[config.mk]
export PLATFORM = sky130hd
export DESIGN_NAME = spi_responder_flat
export DESIGN_NICKNAME = d
export VERILOG_FILES = /design/src/rtl/spi_responder_if.sv /design/src/rtl/spi_responder.sv /design/src/flat_wrapper.sv
export SDC_FILE = /design/constraint.sdc
export NUM_CORES = 2
export LEC_CHECK = 0
export CAP_MARGIN = 20
export CELL_PAD_IN_SITES_DETAIL_PLACEMENT = 1
export CELL_PAD_IN_SITES_GLOBAL_PLACEMENT = 2
export CORE_ASPECT_RATIO = 0.6
export CORE_MARGIN = 3
export CORE_UTILIZATION = 43
export DETAILED_ROUTE_END_ITERATION = 8
export PLACE_DENSITY_LB_ADDON = 0.1
export SLEW_MARGIN = 40
export SYNTH_ARGS = -nofsm -noshare
export SYNTH_HDL_FRONTEND = slang
export SYNTH_SLANG_ARGS = --single-unit
[constraint.sdc]
create_clock -name clk -period 3.4 [get_ports clk]
set_input_delay 0.68 -clock clk [delete_from_list [all_inputs] [get_ports clk]]
set_output_delay 0.68 -clock clk [all_outputs]
set_load 0.1 [all_outputs]
[src/rtl/spi_responder_if.sv]
// SPI pin bundle for spi_responder: the master drives SCLK/SS/MOSI,
// and the responder drives MISO and its output enable.
interface spi_responder_if;
    logic SCLK;
    logic SS;
    logic MOSI;
    logic MISO;
    logic MISO_oe;

    modport master (
        output SCLK,
        output SS,
        output MOSI,
        input  MISO,
        input  MISO_oe
    );

    modport slave (
        input  SCLK,
        input  SS,
        input  MOSI,
        output MISO,
        output MISO_oe
    );
endinterface

[src/rtl/spi_responder.sv]
// SPI mode-3 responder with a 64 x 8 register file. A frame is one command
// byte {RW, MS, ADDR[5:0]} followed by data bytes, MSB first.
// Optional feature: define SPI_RESP_RO_PROTECT_EN to make 0x0F and
// 0x28..0x2D read-only from SPI; only the fabric update port can write them.
module spi_responder #(
    parameter int unsigned SYNC_STAGES  = 2,
    parameter logic [7:0]  WHO_AM_I_VAL = 8'h33
) (
    input  logic           clk,
    input  logic           rst_n,
    spi_responder_if.slave spi,
    output logic           wr_valid,
    output logic [5:0]     wr_addr,
    output logic [7:0]     wr_data,
    input  logic           upd_en,
    input  logic [5:0]     upd_addr,
    input  logic [7:0]     upd_data,
    output logic           busy
);

    typedef enum logic [1:0] {StIdle, StCmd, StData} state_e;

    state_e state_q, state_d;

    logic [SYNC_STAGES-1:0] sclk_sync_q, sclk_sync_d;
    logic [SYNC_STAGES-1:0] ss_sync_q, ss_sync_d;
    logic [SYNC_STAGES-1:0] mosi_sync_q, mosi_sync_d;
    logic                   sclk_prev_q, ss_prev_q;
    // Marks which synchronizer stages (and the edge flop) hold real pin samples.
    logic [SYNC_STAGES:0]   ss_vld_q, ss_vld_d;

    logic [2:0] bit_cnt_q, bit_cnt_d;
    logic [6:0] rx_shift_q, rx_shift_d;
    logic       rw_q, rw_d;
    logic       ms_q, ms_d;
    logic [5:0] addr_q, addr_d;
    logic [7:0] tx_byte_q, tx_byte_d;
    logic       miso_q, miso_d;
    logic       wr_valid_q, wr_valid_d;
    logic [5:0] wr_addr_q, wr_addr_d;
    logic [7:0] wr_data_q, wr_data_d;
    logic [7:0] regs_q [64];
    logic [7:0] regs_d [64];

    logic       sclk_s, ss_s, mosi_s;
    logic       sclk_rise, sclk_fall, ss_rise, ss_fall;
    logic       byte_done;
    logic [7:0] rx_byte;
    logic [5:0] addr_nxt;
    logic       ro_hit;

    assign sclk_s    = sclk_sync_q[SYNC_STAGES-1];
    assign ss_s      = ss_sync_q[SYNC_STAGES-1];
    assign mosi_s    = mosi_sync_q[SYNC_STAGES-1];
    assign sclk_rise = sclk_s & ~sclk_prev_q;
    assign sclk_fall = ~sclk_s & sclk_prev_q;
    assign ss_rise   = ss_s & ~ss_prev_q;
    // A fall only counts once SS has really been seen high, so the reset preset
    // cannot fake a frame start when reset lifts with SS already low.
    assign ss_fall   = ~ss_s & ss_prev_q & ss_vld_q[SYNC_STAGES];
    assign byte_done = sclk_rise && (bit_cnt_q == 3'd7);
    assign rx_byte   = {rx_shift_q, mosi_s};
    assign addr_nxt  = ms_q ? addr_q + 6'd1 : addr_q;

`ifdef SPI_RESP_RO_PROTECT_EN
    assign ro_hit = (addr_q == 6'h0F) || ((addr_q >= 6'h28) && (addr_q <= 6'h2D));
`else
    assign ro_hit = 1'b0;
`endif

    // Pin synchronizer shift chains.
    always_comb begin
        sclk_sync_d = {sclk_sync_q[SYNC_STAGES-2:0], spi.SCLK};
        ss_sync_d   = {ss_sync_q[SYNC_STAGES-2:0], spi.SS};
        mosi_sync_d = {mosi_sync_q[SYNC_STAGES-2:0], spi.MOSI};
        ss_vld_d    = {ss_vld_q[SYNC_STAGES-1:0], 1'b1};
    end

    // FSM state register.
    always_ff @(posedge clk or negedge rst_n) begin
        if (!rst_n) begin
            state_q <= StIdle;
        end else begin
            state_q <= state_d;
        end
    end

    // FSM next state; SS rising aborts any frame.
    always_comb begin
        state_d = state_q;
        unique case (state_q)
            StIdle: if (ss_fall) state_d = StCmd;
            StCmd: begin
                if (ss_rise) begin
                    state_d = StIdle;
                end else if (byte_done) begin
                    state_d = StData;
                end
            end
            StData: if (ss_rise) state_d = StIdle;
            default: state_d = StIdle;
        endcase
    end

    // FSM outputs.
    always_comb begin
        busy        = (state_q != StIdle);
        spi.MISO    = miso_q;
        spi.MISO_oe = ~ss_s;
        wr_valid    = wr_valid_q;
        wr_addr     = wr_addr_q;
        wr_data     = wr_data_q;
    end

    // Shift, command decode, commit/reload and register file next state.
    always_comb begin
        bit_cnt_d  = bit_cnt_q;
        rx_shift_d = rx_shift_q;
        rw_d       = rw_q;
        ms_d       = ms_q;
        addr_d     = addr_q;
        tx_byte_d  = tx_byte_q;
        miso_d     = miso_q;
        wr_valid_d = 1'b0;
        wr_addr_d  = wr_addr_q;
        wr_data_d  = wr_data_q;
        regs_d     = regs_q;

        // Fabric update first so a same-address SPI commit below overrides it.
        if (upd_en) regs_d[upd_addr] = upd_data;

        if (state_q == StIdle || ss_rise) begin
            bit_cnt_d = 3'd0;
            miso_d    = 1'b0;
        end else if (sclk_rise) begin
            rx_shift_d = rx_byte[6:0];
            bit_cnt_d  = bit_cnt_q + 3'd1;
            if (byte_done) begin
                if (state_q == StCmd) begin
                    rw_d   = rx_byte[7];
                    ms_d   = rx_byte[6];
                    addr_d = rx_byte[5:0];
                    if (rx_byte[7]) tx_byte_d = regs_q[rx_byte[5:0]];
                end else begin
                    addr_d = addr_nxt;
                    if (rw_q) begin
                        tx_byte_d = regs_q[addr_nxt];
                    end else if (!ro_hit) begin
                        regs_d[addr_q] = rx_byte;
                        wr_valid_d     = 1'b1;
                        wr_addr_d      = addr_q;
                        wr_data_d      = rx_byte;
                    end
                end
            end
        end else if (sclk_fall) begin
            miso_d = (state_q == StData && rw_q) ? tx_byte_q[3'd7 - bit_cnt_q] : 1'b0;
        end
    end

    // Datapath and register file flops.
    always_ff @(posedge clk or negedge rst_n) begin
        if (!rst_n) begin
            sclk_sync_q <= '1;
            ss_sync_q   <= '1;
            mosi_sync_q <= '0;
            sclk_prev_q <= 1'b1;
            ss_prev_q   <= 1'b1;
            ss_vld_q    <= '0;
            bit_cnt_q   <= 3'd0;
            rx_shift_q  <= 7'd0;
            rw_q        <= 1'b0;
            ms_q        <= 1'b0;
            addr_q      <= 6'd0;
            tx_byte_q   <= 8'd0;
            miso_q      <= 1'b0;
            wr_valid_q  <= 1'b0;
            wr_addr_q   <= 6'd0;
            wr_data_q   <= 8'd0;
            for (int i = 0; i < 64; i++) begin
                regs_q[i] <= (i == 15) ? WHO_AM_I_VAL : 8'd0;
            end
        end else begin
            sclk_sync_q <= sclk_sync_d;
            ss_sync_q   <= ss_sync_d;
            mosi_sync_q <= mosi_sync_d;
            sclk_prev_q <= sclk_s;
            ss_prev_q   <= ss_s;
            ss_vld_q    <= ss_vld_d;
            bit_cnt_q   <= bit_cnt_d;
            rx_shift_q  <= rx_shift_d;
            rw_q        <= rw_d;
            ms_q        <= ms_d;
            addr_q      <= addr_d;
            tx_byte_q   <= tx_byte_d;
            miso_q      <= miso_d;
            wr_valid_q  <= wr_valid_d;
            wr_addr_q   <= wr_addr_d;
            wr_data_q   <= wr_data_d;
            for (int i = 0; i < 64; i++) begin
                regs_q[i] <= regs_d[i];
            end
        end
    end

endmodule

[src/flat_wrapper.sv]
// flat-port wrapper written by rule: the top's interface ports become plain ports
module spi_responder_flat 
#(
    parameter int unsigned SYNC_STAGES  = 2,
    parameter logic [7:0]  WHO_AM_I_VAL = 8'h33
)
  (clk, rst_n, wr_valid, wr_addr, wr_data, upd_en, upd_addr, upd_data, busy, spi_SCLK, spi_SS, spi_MOSI, spi_MISO, spi_MISO_oe);
  spi_responder_if spi_i ();
  input  logic clk;
  input  logic rst_n;
  output logic wr_valid;
  output logic [5:0] wr_addr;
  output logic [7:0] wr_data;
  input  logic upd_en;
  input  logic [5:0] upd_addr;
  input  logic [7:0] upd_data;
  output logic busy;
  input wire logic [$bits(spi_i.SCLK)-1:0] spi_SCLK;
  input wire logic [$bits(spi_i.SS)-1:0] spi_SS;
  input wire logic [$bits(spi_i.MOSI)-1:0] spi_MOSI;
  output wire logic [$bits(spi_i.MISO)-1:0] spi_MISO;
  output wire logic [$bits(spi_i.MISO_oe)-1:0] spi_MISO_oe;
  assign spi_i.SCLK = spi_SCLK;
  assign spi_i.SS = spi_SS;
  assign spi_i.MOSI = spi_MOSI;
  assign spi_MISO = spi_i.MISO;
  assign spi_MISO_oe = spi_i.MISO_oe;
  spi_responder #(.SYNC_STAGES(SYNC_STAGES), .WHO_AM_I_VAL(WHO_AM_I_VAL)) u_core (.clk(clk), .rst_n(rst_n), .spi(spi_i), .wr_valid(wr_valid), .wr_addr(wr_addr), .wr_data(wr_data), .upd_en(upd_en), .upd_addr(upd_addr), .upd_data(upd_data), .busy(busy));
endmodule
Yosys cells after proc, flatten, opt, wreduce, memory -nomap -nowiden --
Index checks and enable logic that the tools add are counted.
Word-level totals: bits in registers 567, bits of input ports 20, output and inout port bits 18, word-level logic and storage cells 173
Operators by class: add/sub/neg operators 3, order comparisons 7, eq/ne operators 8, mux-type cells 41, bitwise operators 16, reduce and logical (&&, ||, !) cells 17
Operators with widths (number):
- 512-bit 2-to-1 mux | 6
- 512-bit bitwise mux | 2
- 8-bit binary-select mux with 6-bit select | 2
- 8-bit demux with 6-bit select | 2
- 8-bit 2-to-1 mux | 9
- 7-bit >= comparator, second input constant | 4
- 6-bit NOT with 7-bit output | 4
- 7-bit by 1-bit < comparator with 1-bit output, second input constant | 2
- 6-bit 2-to-1 mux | 2
- 1-bit 2-to-1 mux | 10
- 5-bit AND reduction | 2
- 2-bit 2-to-1 mux | 4
- 2-bit nonzero test | 4
- 1-bit NOT | 7
- 6-bit by 1-bit adder with 6-bit output, second input constant | 1
- 3-bit 2-to-1 mux | 2
- 2-bit by 1-bit inequality test with 1-bit output, second input constant | 3
- 2-bit one-hot mux with 3 select lines | 1
- 3-bit AND reduction | 2
- 1-bit AND | 5
- 1-bit logical AND | 4
- 3-bit by 4-bit < comparator with 1-bit output, second input constant | 1
- 2-bit AND reduction | 2
- 4-bit AND reduction | 1
- other kinds (10) | 10

Longest topological paths before layout --
word-level depth 13, mapped depth 11, depth with buffers taken out 9

Worst setup path before layout --
No wires, ideal clock.
kind register -> register, start point register u_core.bit_cnt_q[0], end point register u_core.regs_q[502] (netlist name), setup time 126 ps, data arrival time 2308 ps, data required time 3274 ps, setup slack 966 ps, stages on the path, launching flop included 12, path buffers 2, clock period less this slack 2434 ps, cell sequence dfrtp_1 ha_1 ha_1 nand3b_1 nor4b_1 buf_2 nand2_1 nor3_2 nand2_1 buf_2 nor2_1 a21oi_1
RTL lines:
- from (decl) | line spi_responder.sv:32 | logic [2:0] bit_cnt_q, bit_cnt_d;
- from (signal assigned) | line spi_responder.sv:190 | bit_cnt_q <= bit_cnt_d;
- to (signal, indexed assignment) | line spi_responder.sv:181 | regs_q[i] <= (i == 15) ? WHO_AM_I_VAL : 8'd0;
- to (signal, indexed assignment) | line spi_responder.sv:201 | regs_q[i] <= regs_d[i];
- to (decl) | line spi_responder.sv:42 | logic [7:0] regs_q [64];

Final worst setup path --
start point register u_core.addr_q[0], end point register u_core.tx_byte_q[1]
Between the ends: word-level cells in the longest chain between the ends 8
Ends and longest elaborated chain:
- from (decl) | line spi_responder.sv:36 | logic [5:0] addr_q, addr_d;
- from (signal assigned) | line spi_responder.sv:194 | addr_q <= addr_d;
- 6-bit by 1-bit adder with 6-bit output | line spi_responder.sv:63 | assign addr_nxt = ms_q ? addr_q + 6'd1 : addr_q;
- 6-bit 2-to-1 mux (*) | line spi_responder.sv:63
- 6-bit NOT with 7-bit output (not written as such) (*) | line spi_responder.sv:147 | tx_byte_d = regs_q[addr_nxt];
- 8-bit binary-select mux with 6-bit select (*) | line spi_responder.sv:147
- 8-bit 2-to-1 mux (not written as such) (*) (2 in a row) | line spi_responder.sv:147
- 8-bit 2-to-1 mux (*) | line spi_responder.sv:146 | if (rw_q) begin
- 8-bit 2-to-1 mux (*) | line spi_responder.sv:139 | if (state_q == StCmd) begin
- to (signal assigned) | line spi_responder.sv:195 | tx_byte_q <= tx_byte_d;
- to (decl) | line spi_responder.sv:37 | logic [7:0] tx_byte_q, tx_byte_d;
Every way passes the cells marked *; elsewhere a longest branch is shown, timed or not. The select of a mux whose other input is x is not followed. A chain may end at the register's enable or synchronous reset.

==> results.toml <==
[status]
outcome = "finished, final reports clean"

[yosys]
synth_cell_types = 63
synthTopCellsByArea = "dfrtp_1, mux2i_1, mux4_2, nand2_1, a21oi_1"
synth.avg_cell_area_sq_um = 10.5
synth.top_cells.by_count = "mux2i_1, dfrtp_1, nand2_1"
ys_ff_latch = 567
synth_edf_count = 0
yosysTopAreaCellShare_pct = 39.8
synthArstFlopShare_pct = 100
ys_seq_area_share_pct = 40.6
yosys.area.top_type = "dfrtp_1"
ys.flop_type = "dfrtp_1"
yosysMostFrequentCell = "mux2i_1"
ys_warn_count = 0
synthCells = 3332
netlist_area_sq_um = 35000
synth_fp_nets = 3355

[routing]
viasPerCell = 6.58
drtIter0Drc = 3415
first_pass_iters = 5
drc = 0
ant_nets = 0
wl_um = 153000
wl_per_cell_um = 33.8
via_count = 29800

[timing]
max_freq_ghz = 0.313
min_period_ps = 3200
worst_pin_slew_ps = 833
setup_viol = 0
hold_viol = 0
fin_setup_tns_ps = 0
skew_ps = 21.3
drv_slew = 0
post-route-period-util_pct = 94.1
relSlewSlack_pct = 44.4
rsz0062_at_grt = "no"

[finish]
drive_gt1_share_pct = 21.3
area_growth_syn_to_layout_pct = 14.3
fin_util_pct = 50.0
nets = 3441

[worst_setup_path]
crit_top_cell = "mux4_2"
critPathCaptureType = "flip-flop"
crit_slowest_cell = "mux2_8"
worstPathArrival_ps = 3740
cp.required_ps = 3940
rrSetupSlack_ps = 200
startpoint_type = "flip-flop"
r2r-end = "u_core.tx_byte_q[1]$_DFFE_PN0P_"
crit_path_max_incr_delay_ps = 530
rr_startpoint = "u_core.addr_q[0]$_DFFE_PN0P_"
worst-path-buf-inv = 1
crit_type = "flip-flop to flip-flop"
crit_chain = "ha_1 > mux2_8 > buf_12 > mux4_2 > mux4_2 > o22ai_1 > o41ai_1"
critPathTopFamily = "multiplexers"
worstPathMaxFanout = 37
rr_worst_depth = 7

[power_and_ir_drop]
pwr-share-seq_pct = 39.6
p_leak_nw = 15.8
p_int_mw = 13.9
pwr-share-clk_pct = 32.1
swShare_pct = 36.5
p_total_mw = 22.0
vdd_drop_max_mv = 0.378
power.switching_mw = 8.01
combPwrFrac_pct = 28.3
p_per_area_nw_per_um2 = 549

[clock_network]
clockBufferDepth = 3
clkSinkCount = 567
cts.clk_slew.worst_paths_ps = 70
cts_htree_levels = 2
cts_tree = "built"
clk_latency_ps = 660
numCtsBuffers = 58
cts-root-buf = "clkbuf_16"

[placement]
place.gp.congestion = 0.971
hpwl_um = 107000
numPortBuffers = 37

[min_path]
whs_endpoint = "u_core.ss_vld_q[2]$_DFF_PN0_"
min_from = "u_core.ss_vld_q[1]$_DFF_PN0_"
hold_path_class = "flip-flop to flip-flop"
holdPathStages = 0

[die]
core-area_sq_um = 80100
start_util_pct = 43.7
die_y_um = 227
die_area_sq_um = 85000
rows = 80
ios = 38
die_x_um = 374

[global_route]
antenna_found_initial = 10
globalRouteOverflowTotal = 0
grt_pass1_vias = 30100
track_usage_pct = 36.0
grt_max_degree = 77
grt_pass1_wl_um = 223000

[job]
max_cap_viol_count = 0
cell families (layout without fill, tap and decap cells):
logic type / after synthesis / after routing / share of synthesized area (%)
compound gates: 639 / 639 / 9.76
other cells: 1 / 2 / 0.0107
xor+xnor: 9 / 9 / 0.300
buf+inv: 309 / 444 / 4.30
simple gates: 945 / 945 / 11.2
fa+ha+maj: 3 / 3 / 0.107
flops: 567 / 567 / 40.6
mux: 859 / 859 / 33.7
flip-flops by register name, summed over array words and instances (netlist names):
name                cells
u_core.tx_byte_q        8
u_core.ms_q             1
u_core.mosi_sync_q      2
u_core.regs_q         512
u_core.rw_q             1
u_core.bit_cnt_q        3
u_core.sclk_prev_q      1
u_core.ss_vld_q         3
u_core.sclk_sync_q      2
u_core.wr_data          8
u_core.wr_addr          6
u_core.spi.MISO         1
u_core.state_q          2
u_core.ss_prev_q        1
u_core.addr_q           6
u_core.wr_valid         1
u_core.rx_shift_q       7
u_core.ss_sync_q        2
layout by cell type (no fill, tap or decap), types with 26 or more instances in the layout:
| master | count |
|---|---|
| nor2_1 | 359 |
| buf_12 | 44 |
| buf_4 | 263 |
| a21oi_1 | 293 |
| o21ai_0 | 262 |
| mux2i_1 | 578 |
| clkbuf_16 | 61 |
| nand3_1 | 45 |
| mux2_2 | 26 |
| dfrtp_1 | 549 |
| mux4_2 | 253 |
| nand2_1 | 428 |
layer usage:
layer	global-route usage [%]	share of wire (%)	vias to the layer above
li1	-	-	12300
met1	54.2	45	15700
met2	49.8	40	1526
met3	11.7	12	248
met4	9.00	2.5	8
met5	0	0.036	-
power by group through the flow:
stage	Clock [mW]	Sequential [mW]	Combinational (mW)
finish	7.05	8.69	6.21
CTS	7.13	8.62	6.05
detailed placement	0	8.73	6.03
global route	7.44	8.76	6.47
floorplan	0	8.12	3.71
global placement	0	8.65	5.88
through the flow:
step	cells	setup WS (ps)	hold WS, ps	area [sq um]
after floorplan	3332	966	331	35000
after global placement	4422	257	342	38000
after detailed placement	4422	250	336	38000
after CTS	4531	272	91.7	40000
after global routing	4533	138	360	40000
final	4534	201	348	40000
layout make-up:
type | count | area, sq um
diodes | 1 | 2.50
repair buffers | 329 | 3060
well taps | 1066 | 1330
inverters | 6 | 22.5
fillers | 8596 | 40100
clock buffers | 78 | 1710
flip-flops and latches | 567 | 14200
multi-input cells | 2456 | 19400
clock inverters | 31 | 315
worst register-to-register path, cell delays in order, from the launching register on:
cell	delay, ps
dfrtp_1	460
ha_1	370
mux2_8	530
buf_12	310
mux4_2	470
mux4_2	530
o22ai_1	300
o41ai_1	110
worst max path at each step:
stage | startpoint | to | slack, ps | depth (start not counted)
5_1_grt | u_core.mosi_sync_q[1]$_DFF_PN0_ | u_core.tx_byte_q[4]$_DFFE_PN0P_ | 140 | 9
6_report | u_core.addr_q[0]$_DFFE_PN0P_ | u_core.tx_byte_q[1]$_DFFE_PN0P_ | 200 | 7
4_1_cts | u_core.ms_q$_DFFE_PN0P_ | u_core.tx_byte_q[1]$_DFFE_PN0P_ | 270 | 7
3_3_place_gp | u_core.addr_q[0]$_DFFE_PN0P_ | u_core.tx_byte_q[1]$_DFFE_PN0P_ | 260 | 8
2_1_floorplan | u_core.bit_cnt_q[0]$_DFFE_PN0P_ | u_core.regs_q[502]$_DFF_PN0_ | 970 | 11
3_5_place_dp | upd_addr[0] | u_core.regs_q[169]$_DFF_PN0_ | 250 | 8
repair_timing:
action                                 in CTS  in global routing
hold buffers                                0                  1
endpoints found under the hold margin       0                 24
setup buffers                               0                  0
gates resized for setup                     0                  0
(Power assumes the default switching activity.)
